<file path="src/rtl/phase_detector.sv">
// Phase detector: measures the lead/lag between the rising edges of two
// asynchronous clocks. Both clocks are sampled as data on the system clock.
// Reports a signed pulse width per comparison and tracks lock once enough
// consecutive comparisons fall within tolerance.
module phase_detector #(
  parameter int unsigned SYNC_STAGES = 2,
  parameter int unsigned ERR_WIDTH   = 8,
  parameter int unsigned LOCK_TOL    = 1,
  parameter int unsigned LOCK_COUNT  = 4
) (
  input  logic                        clock,
  input  logic                        reset_n,
  input  logic                        ref_clk,
  input  logic                        vco_clk,
  output logic                        up,
  output logic                        down,
  output logic signed [ERR_WIDTH-1:0] phase_err,
  output logic                        err_valid,
  output logic                        lock
);

  localparam int unsigned     CNT_W   = ERR_WIDTH - 1;
  localparam logic [CNT_W-1:0] CNT_MAX = {CNT_W{1'b1}};
  localparam int unsigned     TOL_W   = 8;
  localparam logic [TOL_W-1:0] TOL_MAX = TOL_W'(LOCK_COUNT);

  typedef enum logic [1:0] {
    IDLE = 2'd0,
    UP   = 2'd1,
    DOWN = 2'd2
  } state_t;

  logic [SYNC_STAGES-1:0] ref_sync;
  logic [SYNC_STAGES-1:0] vco_sync;
  logic                   ref_prev;
  logic                   vco_prev;
  logic [SYNC_STAGES:0]   arm;

  state_t                 state;
  logic [CNT_W-1:0]       width;
  logic [TOL_W-1:0]       tol_cnt;

  logic                   ref_rise_c;
  logic                   vco_rise_c;
  logic                   close_c;
  logic                   in_tol_c;
  logic [CNT_W-1:0]       width_inc_c;
  logic signed [ERR_WIDTH-1:0] width_s_c;

  // Synchronizers, previous-value registers and post-reset edge arming.
  always_ff @(posedge clock) begin
    if (!reset_n) begin
      ref_sync <= '0;
      vco_sync <= '0;
      ref_prev <= 1'b0;
      vco_prev <= 1'b0;
      arm      <= '0;
    end else begin
      ref_sync <= {ref_sync[SYNC_STAGES-2:0], ref_clk};
      vco_sync <= {vco_sync[SYNC_STAGES-2:0], vco_clk};
      ref_prev <= ref_sync[SYNC_STAGES-1];
      vco_prev <= vco_sync[SYNC_STAGES-1];
      arm      <= {arm[SYNC_STAGES-1:0], 1'b1};
    end
  end

  // Edges are only honoured once the chain and previous-value register hold
  // post-release samples, so a level already high at release is not a rise.
  assign ref_rise_c = arm[SYNC_STAGES] & ref_sync[SYNC_STAGES-1] & ~ref_prev;
  assign vco_rise_c = arm[SYNC_STAGES] & vco_sync[SYNC_STAGES-1] & ~vco_prev;

  assign close_c     = ((state == UP) && vco_rise_c) || ((state == DOWN) && ref_rise_c);
  assign in_tol_c    = (32'(width) <= LOCK_TOL);
  assign width_inc_c = (width == CNT_MAX) ? width : width + CNT_W'(1);
  assign width_s_c   = $signed({1'b0, width});

  // Pulse FSM, saturating width counter, error report and lock tracking.
  always_ff @(posedge clock) begin
    if (!reset_n) begin
      state     <= IDLE;
      up        <= 1'b0;
      down      <= 1'b0;
      width     <= '0;
      phase_err <= '0;
      err_valid <= 1'b0;
      tol_cnt   <= '0;
      lock      <= 1'b0;
    end else begin
      err_valid <= 1'b0;
      case (state)
        IDLE: begin
          if (ref_rise_c && !vco_rise_c) begin
            state <= UP;
            up    <= 1'b1;
            width <= CNT_W'(1);
          end else if (vco_rise_c && !ref_rise_c) begin
            state <= DOWN;
            down  <= 1'b1;
            width <= CNT_W'(1);
          end
        end
        UP: begin
          if (vco_rise_c) begin
            state     <= IDLE;
            up        <= 1'b0;
            phase_err <= width_s_c;
            err_valid <= 1'b1;
          end else begin
            width <= width_inc_c;
          end
        end
        DOWN: begin
          if (ref_rise_c) begin
            state     <= IDLE;
            down      <= 1'b0;
            phase_err <= -width_s_c;
            err_valid <= 1'b1;
          end else begin
            width <= width_inc_c;
          end
        end
        default: begin
          state <= IDLE;
          up    <= 1'b0;
          down  <= 1'b0;
        end
      endcase

      if (close_c) begin
        if (in_tol_c) begin
          if (tol_cnt != TOL_MAX) begin
            tol_cnt <= tol_cnt + TOL_W'(1);
          end
          if (tol_cnt >= TOL_MAX - TOL_W'(1)) begin
            lock <= 1'b1;
          end
        end else begin
          tol_cnt <= '0;
          lock    <= 1'b0;
        end
      end
    end
  end

endmodule

</file>
<file path="config.mk">
export PLATFORM = sky130hd
export DESIGN_NAME = phase_detector
export DESIGN_NICKNAME = d
export VERILOG_FILES = /design/src/rtl/phase_detector.sv
export SDC_FILE = /design/constraint.sdc
export NUM_CORES = 1
export LEC_CHECK = 0
export CORE_ASPECT_RATIO = 1.2
export CORE_MARGIN = 2
export CORE_UTILIZATION = 40
export CTS_CLUSTER_DIAMETER = 150
export DETAILED_ROUTE_END_ITERATION = 10
export MAX_ROUTING_LAYER = met4
export PLACE_DENSITY_LB_ADDON = 0.3
export SLEW_MARGIN = 20
export SYNTH_ARGS = -nofsm -noshare
export SYNTH_HDL_FRONTEND = slang
export SYNTH_SLANG_ARGS = --single-unit
</file>
<file path="constraint.sdc">
create_clock -name clock -period 3 [get_ports clock]
set_clock_uncertainty 0.15 [all_clocks]
set_input_delay 0.6 -clock clock [delete_from_list [all_inputs] [get_ports clock]]
set_output_delay 0.6 -clock clock [all_outputs]
set_load 0.01 [all_outputs]
</file>
==> impl_metrics.csv, run 1 <==
group,metric,value,unit
synth,ys.flop_type,"dfxtp_1",
min_path,whs_path_depth,1,
sta,fin_setup_tns,0,ns
power_and_ir_drop,p_comb_frac,0.041,
power_and_ir_drop,internal_power,0.000773,W
layout,final_core_util,0.487,
synth,ys_seq_elements,38,
sta,worst_pin_slew,0.634,ns
clock_network,htree_levels,2,
floorplan,ios,16,
power_and_ir_drop,p_leak,0.813,nW
clock_network,cts_setup_buffers,0,
clock_network,cts_resized,0,
floorplan,die_area,5490,um2
grt,grt_pass1_wl,6.82,mm
placement,hpwl,2.92,mm
sta,period_share,0.814,
floorplan,initial_core_util,0.422,
critical_path,critPathRequiredTime,3.03,ns
power_and_ir_drop,power_density,431,nW/um2
synth,synth_area,1970,um2
min_path,hold_path_class,"reg -> reg",
sta,fmax,409,MHz
power_and_ir_drop,p_sw_frac,0.210,
clock_network,cts_buffer_depth,2,
synth,seq_area_frac_synth,0.387,
clock_network,hold_buffers,0,
synth,synth_top_area_share,0.387,
sta,finalHoldViolCount,0,
grt,antenna_found_initial,0,
clock_network,cts_sinks,38,
clock_network,cts.clk_slew.worst_paths,0.07,ns
synth,synth_edf_count,0,
power_and_ir_drop,p_seq_frac,0.528,
synth,yosysWarnings,0,
synth,yosys.area.top_type,"dfxtp_1",
clock_network,cts_inserted_buffers,5,
critical_path,crit_arrival,2.48,ns
route,vias_per_cell,5.52,
critical_path,cp-start-kind,"register",
route,antenna_left,0,
route,dr.first_iter.drc_count,91,
route,drc,0,
sta,slew_violations,0,
floorplan,chipHeight,80.8,um
grt,grt_max_degree,25,
floorplan,core_area,4660,um2
critical_path,ff2ff_setup_slack,0.56,ns
route,vias,1661,
critical_path,r2r_end,"width[4]$_SDFFE_PN0P_",
clock_network,clock_latency,0.29,ns
layout,drive_above_1_share,0.0905,
critical_path,cp_max_fo,8,
clock_network,tritoncts,"done",
layout,antenna_cells,0,
floorplan,fp.dieW,68.0,um
grt,track_usage,0.168,
synth,syn_area_per_cell,8.70,um2
synth,ys_async_sr_fraction,0,
grt,gr-total-overflow,0,
critical_path,end_kind,"register",
sta,post-route-min-period,2.44,ns
critical_path,reg2reg_depth,6,
critical_path,path_class,"reg -> reg",
synth,syn-num-nets,240,
clock_network,cts_root_buffer,"clkbuf_8",
sta,relSlewSlack,0.577,
power_and_ir_drop,vdd_ir_drop_max,280,uV
synth,yosys.cell_types.count,55,
placement,dp.cells,293,
power_and_ir_drop,clock_power_share,0.431,
placement,port_buffers,15,
critical_path,r2r_start,"arm[2]$_SDFF_PN0_",
grt,grt_pass1_vias,1518,
sta,setup_viol,0,
min_path,min_from,"ref_sync[0]$_SDFF_PN0_",
sta,rsz0062_at_grt,"no",
synth,syn_inst,226,
outcome,status,"finished, final reports clean",
placement,routabilityCongestion,0.802,
route,routed_wl,4.04,mm
synth,ys_top_cells_by_area,"dfxtp_1 (39%), ha_1 (6.4%), a21oi_1 (4.3%)",
layout,fin_cells,301,
route,drt-wirelength-per-cell,13.4,um
power_and_ir_drop,p_switching,0.000206,W
floorplan,fp-row-count,27,
route,dr.pass1.iters,4,
layout,nets,256,
job,cap_viol_max_count,0,
min_path,holdPathEnd,"ref_sync[1]$_SDFF_PN0_",
layout,area_growth,15.5,%
[kinds of logic (layout without fill, tap and decap cells)]
| group | Yosys count | in the layout | synth area share |
|---|---|---|---|
| fa+ha+maj | 10 | 10 | 0.0637 |
| flops | 38 | 38 | 0.387 |
| mux | 2 | 2 | 0.0102 |
| simple gates | 86 | 86 | 0.249 |
| xor+xnor | 4 | 4 | 0.0178 |
| compound gates | 64 | 64 | 0.225 |
| buf+inv | 22 | 39 | 0.0477 |
[metrics by stage]
| stage | setup slack [ns] | hold WS [ns] | power [W] | instance area, um2 |
|---|---|---|---|---|
| after global routing | 0.416 | 0.312 | 0.00102 | 2270 |
| after CTS | 0.582 | 0.291 | 0.000999 | 2270 |
| after floorplan | 0.847 | 0.262 | 0.000554 | 1970 |
| final | 0.558 | 0.286 | 0.000979 | 2270 |
| after detailed placement | 0.628 | 0.269 | 0.000569 | 2160 |
| after global placement | 0.715 | 0.263 | 0.000569 | 2160 |
[critical path, stage by stage, from the launching register on]
cell	delay, ns
dfxtp_1	0.42
nand3b_1	0.24
ha_1	0.40
nor2b_1	0.22
o211ai_2	0.19
or3_1	0.45
o41ai_1	0.26
[synth_stat cells (2+ instances only)]
master and n:
a211oi_1 8, a21oi_1 17, a22oi_1 2, a31oi_1 3, and2_1 9, and3_1 2, and4b_1 2, buf_2 3
clkbuf_1 3, dfxtp_1 38, ha_1 10, inv_1 13, mux2i_1 2, nand2_1 19, nand2b_1 3, nand3_1 7
nand3b_1 3, nand4_1 3, nor2_1 16, nor2b_1 2, nor3_1 4, o2111ai_1 2, o211a_1 2, o211ai_1 2
o21a_1 2, o21ai_0 7, o22ai_1 3, o311ai_0 2, o31ai_1 3, o32ai_1 3, or2_2 2, or3_1 4
xnor2_1 2, xor2_1 2
[placed cells by master (no fill, tap or decap), types with 4 or more instances in the layout]
master           Yosys  final
ha_1                10     10
dfxtp_1             38     38
clkbuf_8             0      5
inv_1               13     13
a21oi_1             17     17
nor3_1               4      4
clkdlybuf4s50_1      0     15
or3_1                4      4
nor2_1              16     16
nand2_1             19     19
o21ai_0              7      7
and2_1               9      9
a211oi_1             8      8
nand3_1              7      7
[state kept, by name, indices dropped and copies added (netlist names)]
register	count
arm	3
down	1
err_valid	1
lock	1
phase_err	8
ref_prev	1
ref_sync	2
state	2
tol_cnt	8
up	1
vco_prev	1
vco_sync	2
width	7
[layout make-up]
cell class / count / area, um2
Clock buffer: 5 / 68.8
Clock inverter: 3 / 40.0
Fill cell: 449 / 2390
Inverter: 14 / 52.6
Multi-Input combinational cell: 166 / 1110
Sequential cell: 38 / 761
Tap cell: 58 / 72.6
Timing Repair Buffer: 17 / 165
[worst max-delay path by stage]
stage / start / endpoint / slack (ns) / cells after the start
floorplan: arm[2]$_SDFF_PN0_ / width[0]$_SDFFE_PN0P_ / 0.85 / 6
global placement: arm[2]$_SDFF_PN0_ / width[4]$_SDFFE_PN0P_ / 0.72 / 6
detailed placement: arm[2]$_SDFF_PN0_ / width[4]$_SDFFE_PN0P_ / 0.63 / 6
CTS: arm[2]$_SDFF_PN0_ / width[4]$_SDFFE_PN0P_ / 0.58 / 6
global route: arm[2]$_SDFF_PN0_ / width[4]$_SDFFE_PN0P_ / 0.42 / 6
finish: arm[2]$_SDFF_PN0_ / width[4]$_SDFFE_PN0P_ / 0.56 / 6
[power by group through the flow]
stage	clock, W	combinational (W)	sequential [W]
after CTS	0.000441	0.0000406	0.000517
after global placement	0	0.0000403	0.000528
after floorplan	0	0.0000260	0.000528
after detailed placement	0	0.0000405	0.000529
final	0.000422	0.0000402	0.000517
after global routing	0.000458	0.0000458	0.000518
[routing by layer]
metal  GRT usage  routed length, um  up-vias
met2       0.265               1940       24
met3      0.0416                110        5
li1            -                  -      853
met4      0.0700                 57        0
met1       0.202               1930      779
met5           -                  0        -
Note: power is estimated with default switching activity, not from simulation.
==> inputs of run 2 (changes only) <==
==> constraint.sdc (replaced) <==
create_clock -name clock -period 2.3 [get_ports clock]
set_clock_uncertainty 0.15 [all_clocks]
set_input_delay 0.46 -clock clock [delete_from_list [all_inputs] [get_ports clock]]
set_output_delay 0.46 -clock clock [all_outputs]
set_load 0.01 [all_outputs]
==> run 2 against run 1 <==
- global-route usage is 0.96 points higher
- register-to-register slack got worse by 0.39 ns
- clock power increased by 9.0%
- sequential share of layout area decreased by 1.1 points
- combinational power up 46%
- flip-flop and latch count unchanged
- worst hold slack improved by 0.00062 ns
- fmax is 15% higher
- worst setup slack worse by 0.39 ns
- via count is 3.1% higher
- non-clock buffer count increased by 9
- final cell count rose by 3.0%
- largest power group unchanged
==> impl_metrics.csv, run 2 (synthesis results as in run 1) <==
group,metric,value,unit
critical_path,end_kind,"register",
critical_path,path_class,"reg -> reg",
grt,grt_use_met3,0.0429,
route,drt-wirelength-per-cell,13.6,um
grt,grt_max_degree,25,
floorplan,core_area,4660,um2
critical_path,crit_path_start,"state[0]$_SDFFE_PN0P_",
clock_network,cts.clk_slew.worst_paths,0.08,ns
grt,track_usage,0.177,
layout,fill_cells,451,
placement,preCtsSetupSlack,0.0594,ns
layout,area_growth,19.7,%
floorplan,fp.dieW,68.0,um
grt,met2_usage,0.275,
route,dr.first_iter.drc_count,101,
layout,antenna_cells,0,
clock_network,clock_latency,0.29,ns
clock_network,cts_buffer_depth,2,
critical_path,cp_max_fo,8,
clock_network,cts_root_buffer,"clkbuf_8",
critical_path,r2r_end,"width[0]$_SDFFE_PN0P_",
placement,port_buffers,15,
grt,gr-total-overflow,0,
min_path,hold_path_class,"reg -> reg",
floorplan,die_area,5490,um2
clock_network,htree_levels,2,
grt,grt_pass1_vias,1626,
sta,setup_slack,0.169,ns
placement,routabilityCongestion,0.919,
sta,relSlewSlack,0.729,
sta,post-route-min-period,2.13,ns
floorplan,ios,16,
route,vias,1712,
route,antenna_left,0,
sta,period_share,0.927,
sta,setup_viol,0,
sta,rsz0062_at_grt,"no",
layout,reg.largest.list,"phase_err x8, tol_cnt x8, width x7",
grt,grt_pass1_wl,7.20,mm
critical_path,endpoint,"width[0]$_SDFFE_PN0P_",
layout,drive_above_1_share,0.139,
sta,fin_setup_tns,0,ns
grt,antenna_found_initial,0,
layout,final_cell_mix,"dfxtp_1 (37), nand2_1 (19), a21oi_1 (17), nor2_1 (16), clkdlybuf4s50_1 (15)",
sta,worst_pin_slew,0.403,ns
route,routed_wl,4.23,mm
clock_network,cts_sinks,38,
power_and_ir_drop,power_density,507,nW/um2
grt,grt.busiest_layer,"met2",
critical_path,ff2ff_setup_slack,0.17,ns
route,vias_per_cell,5.52,
job,cap_viol_max_count,0,
layout,mostFrequentLayoutCell,"dfxtp_1",
power_and_ir_drop,power,0.00119,W
floorplan,chipHeight,80.8,um
floorplan,initial_core_util,0.422,
critical_path,crit_arrival,2.17,ns
outcome,status,"finished, final reports clean",
critical_path,r2r_start,"state[0]$_SDFFE_PN0P_",
sta,slew_violations,0,
sta,fmax,469,MHz
floorplan,fp-row-count,27,
critical_path,reg2reg_depth,6,
sta,finalHoldViolCount,0,
critical_path,cp-start-kind,"register",
route,dr.pass1.iters,4,
placement,hpwl,3.00,mm
grt,grt_use_met1,0.221,
route,drc,0,
critical_path,critPathRequiredTime,2.34,ns
power_and_ir_drop,p_leak,0.872,nW
clock_network,tritoncts,"done",
power_and_ir_drop,vdd_ir_drop_max,294,uV
clock_network,cts_inserted_buffers,5,
layout,nets,265,
run 2: critical path: stages (launching register included):
cell	delay, ns
dfxtp_1	0.36
inv_1	0.09
ha_1	0.36
nor2b_1	0.30
o211ai_4	0.14
or3_4	0.42
o211a_1	0.21
run 2: routing by layer:
| layer | vias to the layer above | routed length (um) |
|---|---|---|
| li1 | 869 | - |
| met1 | 801 | 1990 |
| met2 | 36 | 2010 |
| met3 | 6 | 169 |
| met4 | 0 | 68 |
| met5 | - | 0 |
run 2: what timing repair did:
action / CTS / global route
hold buffers: 0 / 0
setup endpoints to repair: 0 / 4
buffers inserted: 0 / 2
resized for setup: 0 / 7
run 2: worst min-delay path by stage:
stage / cells past startpoint / from / slack [ns] / to
6_report: 1 / ref_sync[0]$_SDFF_PN0_ / 0.29 / ref_sync[1]$_SDFF_PN0_
3_3_place_gp: 1 / vco_sync[0]$_SDFF_PN0_ / 0.26 / vco_sync[1]$_SDFF_PN0_
4_1_cts: 1 / ref_sync[0]$_SDFF_PN0_ / 0.29 / ref_sync[1]$_SDFF_PN0_
5_1_grt: 1 / vco_sync[0]$_SDFF_PN0_ / 0.31 / vco_sync[1]$_SDFF_PN0_
3_5_place_dp: 1 / ref_sync[0]$_SDFF_PN0_ / 0.27 / ref_sync[1]$_SDFF_PN0_
2_1_floorplan: 1 / arm[0]$_DFF_P_ / 0.26 / arm[1]$_SDFF_PN0_
run 2: stage by stage:
stage / cells / util / hold WS (ns) / instance area (um2)
after detailed placement: 300 / 0.475 / 0.268 / 2210
after global placement: 300 / 0.475 / 0.265 / 2210
after CTS: 308 / 0.494 / 0.288 / 2300
after floorplan: 226 / - / 0.262 / 1970
final: 310 / 0.505 / 0.287 / 2350
after global routing: 310 / 0.505 / 0.309 / 2350
run 2: layout make-up:
cell class | instances | area [um2] | share of cell area
clock buffers | 5 | 68.8 | 0.0292
repair buffers | 26 | 233 | 0.0989
flip-flops and latches | 38 | 762 | 0.324
inverters | 14 | 52.6 | 0.0223
multi-input cells | 166 | 1140 | 0.486
clock inverters | 3 | 21.3 | 0.00904
well taps | 58 | 72.6 | 0.0308
run 2: power by group:
part / leakage, nW / switching [W] / internal [W]
combinational: 0.519 / 0.0000330 / 0.0000258
clock: 0.0441 / 0.000248 / 0.000213
sequential: 0.308 / 0.00000628 / 0.000667
==> inputs of run 3 (changes only) <==
--- a/config.mk
+++ b/config.mk
@@ -12,6 +12,7 @@
 export DETAILED_ROUTE_END_ITERATION = 10
 export MAX_ROUTING_LAYER = met4
 export PLACE_DENSITY_LB_ADDON = 0.3
+export REMOVE_ABC_BUFFERS = 1
 export SLEW_MARGIN = 20
 export SYNTH_ARGS = -nofsm -noshare
 export SYNTH_HDL_FRONTEND = slang
==> run 3 against run 2 <==
- total power increased by 0.17%
- routed wire length decreased by 3.5%
- sequential share of layout area increased by 0.54 points
- worst setup slack improved by 0.019 ns
- sequential power about the same
- register-to-register slack improved by 0.02 ns
- global-route usage decreased by 0.72 points
- first-iteration DRC count decreased by 16%
- via count decreased by 1.5%
- critical endpoint is now width[4]$_SDFFE_PN0P_
- highest routed layer unchanged
==> impl_metrics.csv, run 3 (synthesis results as in run 1) <==
group,metric,value,unit
layout,final_cell_area,2310,um2
clock_network,tritoncts,"done",
floorplan,ios,16,
clock_network,hold_buffers,0,
route,dr.pass1.iters,4,
power_and_ir_drop,vdd_ir_drop_max,340,uV
clock_network,cts.clk_slew.worst_paths,0.07,ns
grt,grt_use_met1,0.212,
grt,grt_pass1_vias,1620,
critical_path,cp-start-kind,"register",
critical_path,path_buf_inv,1,
clock_network,cts_root_buffer,"clkbuf_8",
sta,period_share,0.918,
critical_path,cp_slowest_stage_delay,0.43,ns
critical_path,critPathRequiredTime,2.33,ns
critical_path,crit_arrival,2.14,ns
route,drc,0,
floorplan,die_area,5490,um2
min_path,hold_path_class,"reg -> reg",
layout,antenna_cells,0,
sta,setup_viol,0,
layout,drive_above_1_share,0.124,
grt,antenna_found_initial,0,
layout,area_growth,17.8,%
route,vias,1686,
grt,met2_usage,0.269,
critical_path,path_cells,"nand3b_1 -> inv_1 -> ha_1 -> nor2b_2 -> o211ai_2 -> or3_4 -> o41ai_1",
grt,grt.busiest_layer,"met2",
grt,grt_max_degree,25,
critical_path,path_delay_family,"simple AND/OR/NAND/NOR gates",
critical_path,cp_slowest_cell,"or3_4",
grt,track_usage,0.170,
layout,nets,263,
clock_network,htree_levels,2,
placement,hpwl,3.00,mm
placement,routabilityCongestion,0.836,
clock_network,cts_inserted_buffers,5,
route,drt-wirelength-per-cell,13.3,um
grt,grt_use_met3,0.0346,
placement,port_buffers,15,
layout,fill_cells,474,
sta,relSlewSlack,0.625,
sta,slew_violations,0,
route,vias_per_cell,5.47,
outcome,status,"finished, final reports clean",
grt,gr-total-overflow,0,
route,antenna_left,0,
critical_path,path_class,"reg -> reg",
layout,multiInputGateArea,1120,um2
layout,mostFrequentLayoutCell,"dfxtp_1",
layout,final_cell_mix,"dfxtp_1 (37), nand2_1 (19), a21oi_1 (17), nor2_1 (16), clkdlybuf4s50_1 (15)",
power_and_ir_drop,p_leak,0.842,nW
critical_path,end_kind,"register",
clock_network,cts_sinks,38,
clock_network,clock_latency,0.28,ns
sta,fmax,473,MHz
floorplan,fp.dieW,68.0,um
grt,grt_pass1_wl,7.08,mm
route,dr.first_iter.drc_count,85,
sta,fin_setup_tns,0,ns
sta,post-route-min-period,2.11,ns
route,routed_wl,4.08,mm
sta,finalHoldViolCount,0,
placement,place_area,2210,um2
floorplan,chipHeight,80.8,um
sta,rsz0062_at_grt,"no",
sta,worst_pin_slew,0.559,ns
layout,reg.largest.list,"phase_err x8, tol_cnt x8, width x7",
critical_path,cp_max_fo,8,
power_and_ir_drop,power_density,516,nW/um2
floorplan,core_area,4660,um2
job,cap_viol_max_count,0,
floorplan,fp-row-count,27,
layout,regArea,762,um2
clock_network,cts_buffer_depth,2,
floorplan,initial_core_util,0.422,
## run 3: final timing paths
check | start | endpoint | cells past startpoint | slack, ns
max | ref_prev$_SDFF_PN0_ | width[4]$_SDFFE_PN0P_ | 7 | 0.19
max reg2reg | ref_prev$_SDFF_PN0_ | width[4]$_SDFFE_PN0P_ | 7 | 0.19
min | arm[1]$_SDFF_PN0_ | arm[2]$_SDFF_PN0_ | 1 | 0.29
min reg2reg | arm[1]$_SDFF_PN0_ | arm[2]$_SDFF_PN0_ | 1 | 0.29
## run 3: final cells by class
| type | instances | area share |
|---|---|---|
| Sequential cell | 38 | 0.329 |
| Inverter | 14 | 0.0227 |
| Clock inverter | 1 | 0.00216 |
| Multi-Input combinational cell | 166 | 0.483 |
| Clock buffer | 7 | 0.0373 |
| Timing Repair Buffer | 24 | 0.0941 |
| Tap cell | 58 | 0.0314 |
## run 3: per-layer routing
metal  vias up  share of wire
met5         -              0
li1        865              -
met3         2          0.028
met2        28           0.48
met1       791           0.48
met4         0         0.0073
## run 3: worst register-to-register path: stages (launching register included)
cell	delay, ns
dfxtp_1	0.33
nand3b_1	0.12
inv_1	0.05
ha_1	0.34
nor2b_2	0.18
o211ai_2	0.18
or3_4	0.43
o41ai_1	0.24
## run 3: timing repair
action | in CTS | in global routing
hold endpoints to repair | 0 | 0
resized for setup | 0 | 3
setup endpoints to repair | 0 | 2
buffers inserted | 0 | 0
## run 3: per-stage QoR
stage	hold WS [ns]	setup WS, ns	total power [W]	instances	utilization
detailed placement	0.274	0.0801	0.000746	300	0.475
floorplan	0.262	0.147	0.000718	218	-
finish	0.287	0.188	0.00119	308	0.497
global placement	0.268	0.153	0.000745	300	0.475
global route	0.311	0.0193	0.00125	308	0.497
CTS	0.291	0.0703	0.00121	308	0.495
## run 3: where the power goes
part	switching, W	internal (W)	leakage (nW)	total [W]
combinational	0.0000319	0.0000248	0.485	0.0000568
clock	0.000222	0.000242	0.0482	0.000464
sequential	0.00000632	0.000667	0.308	0.000674
total	0.000261	0.000934	0.842	0.00119
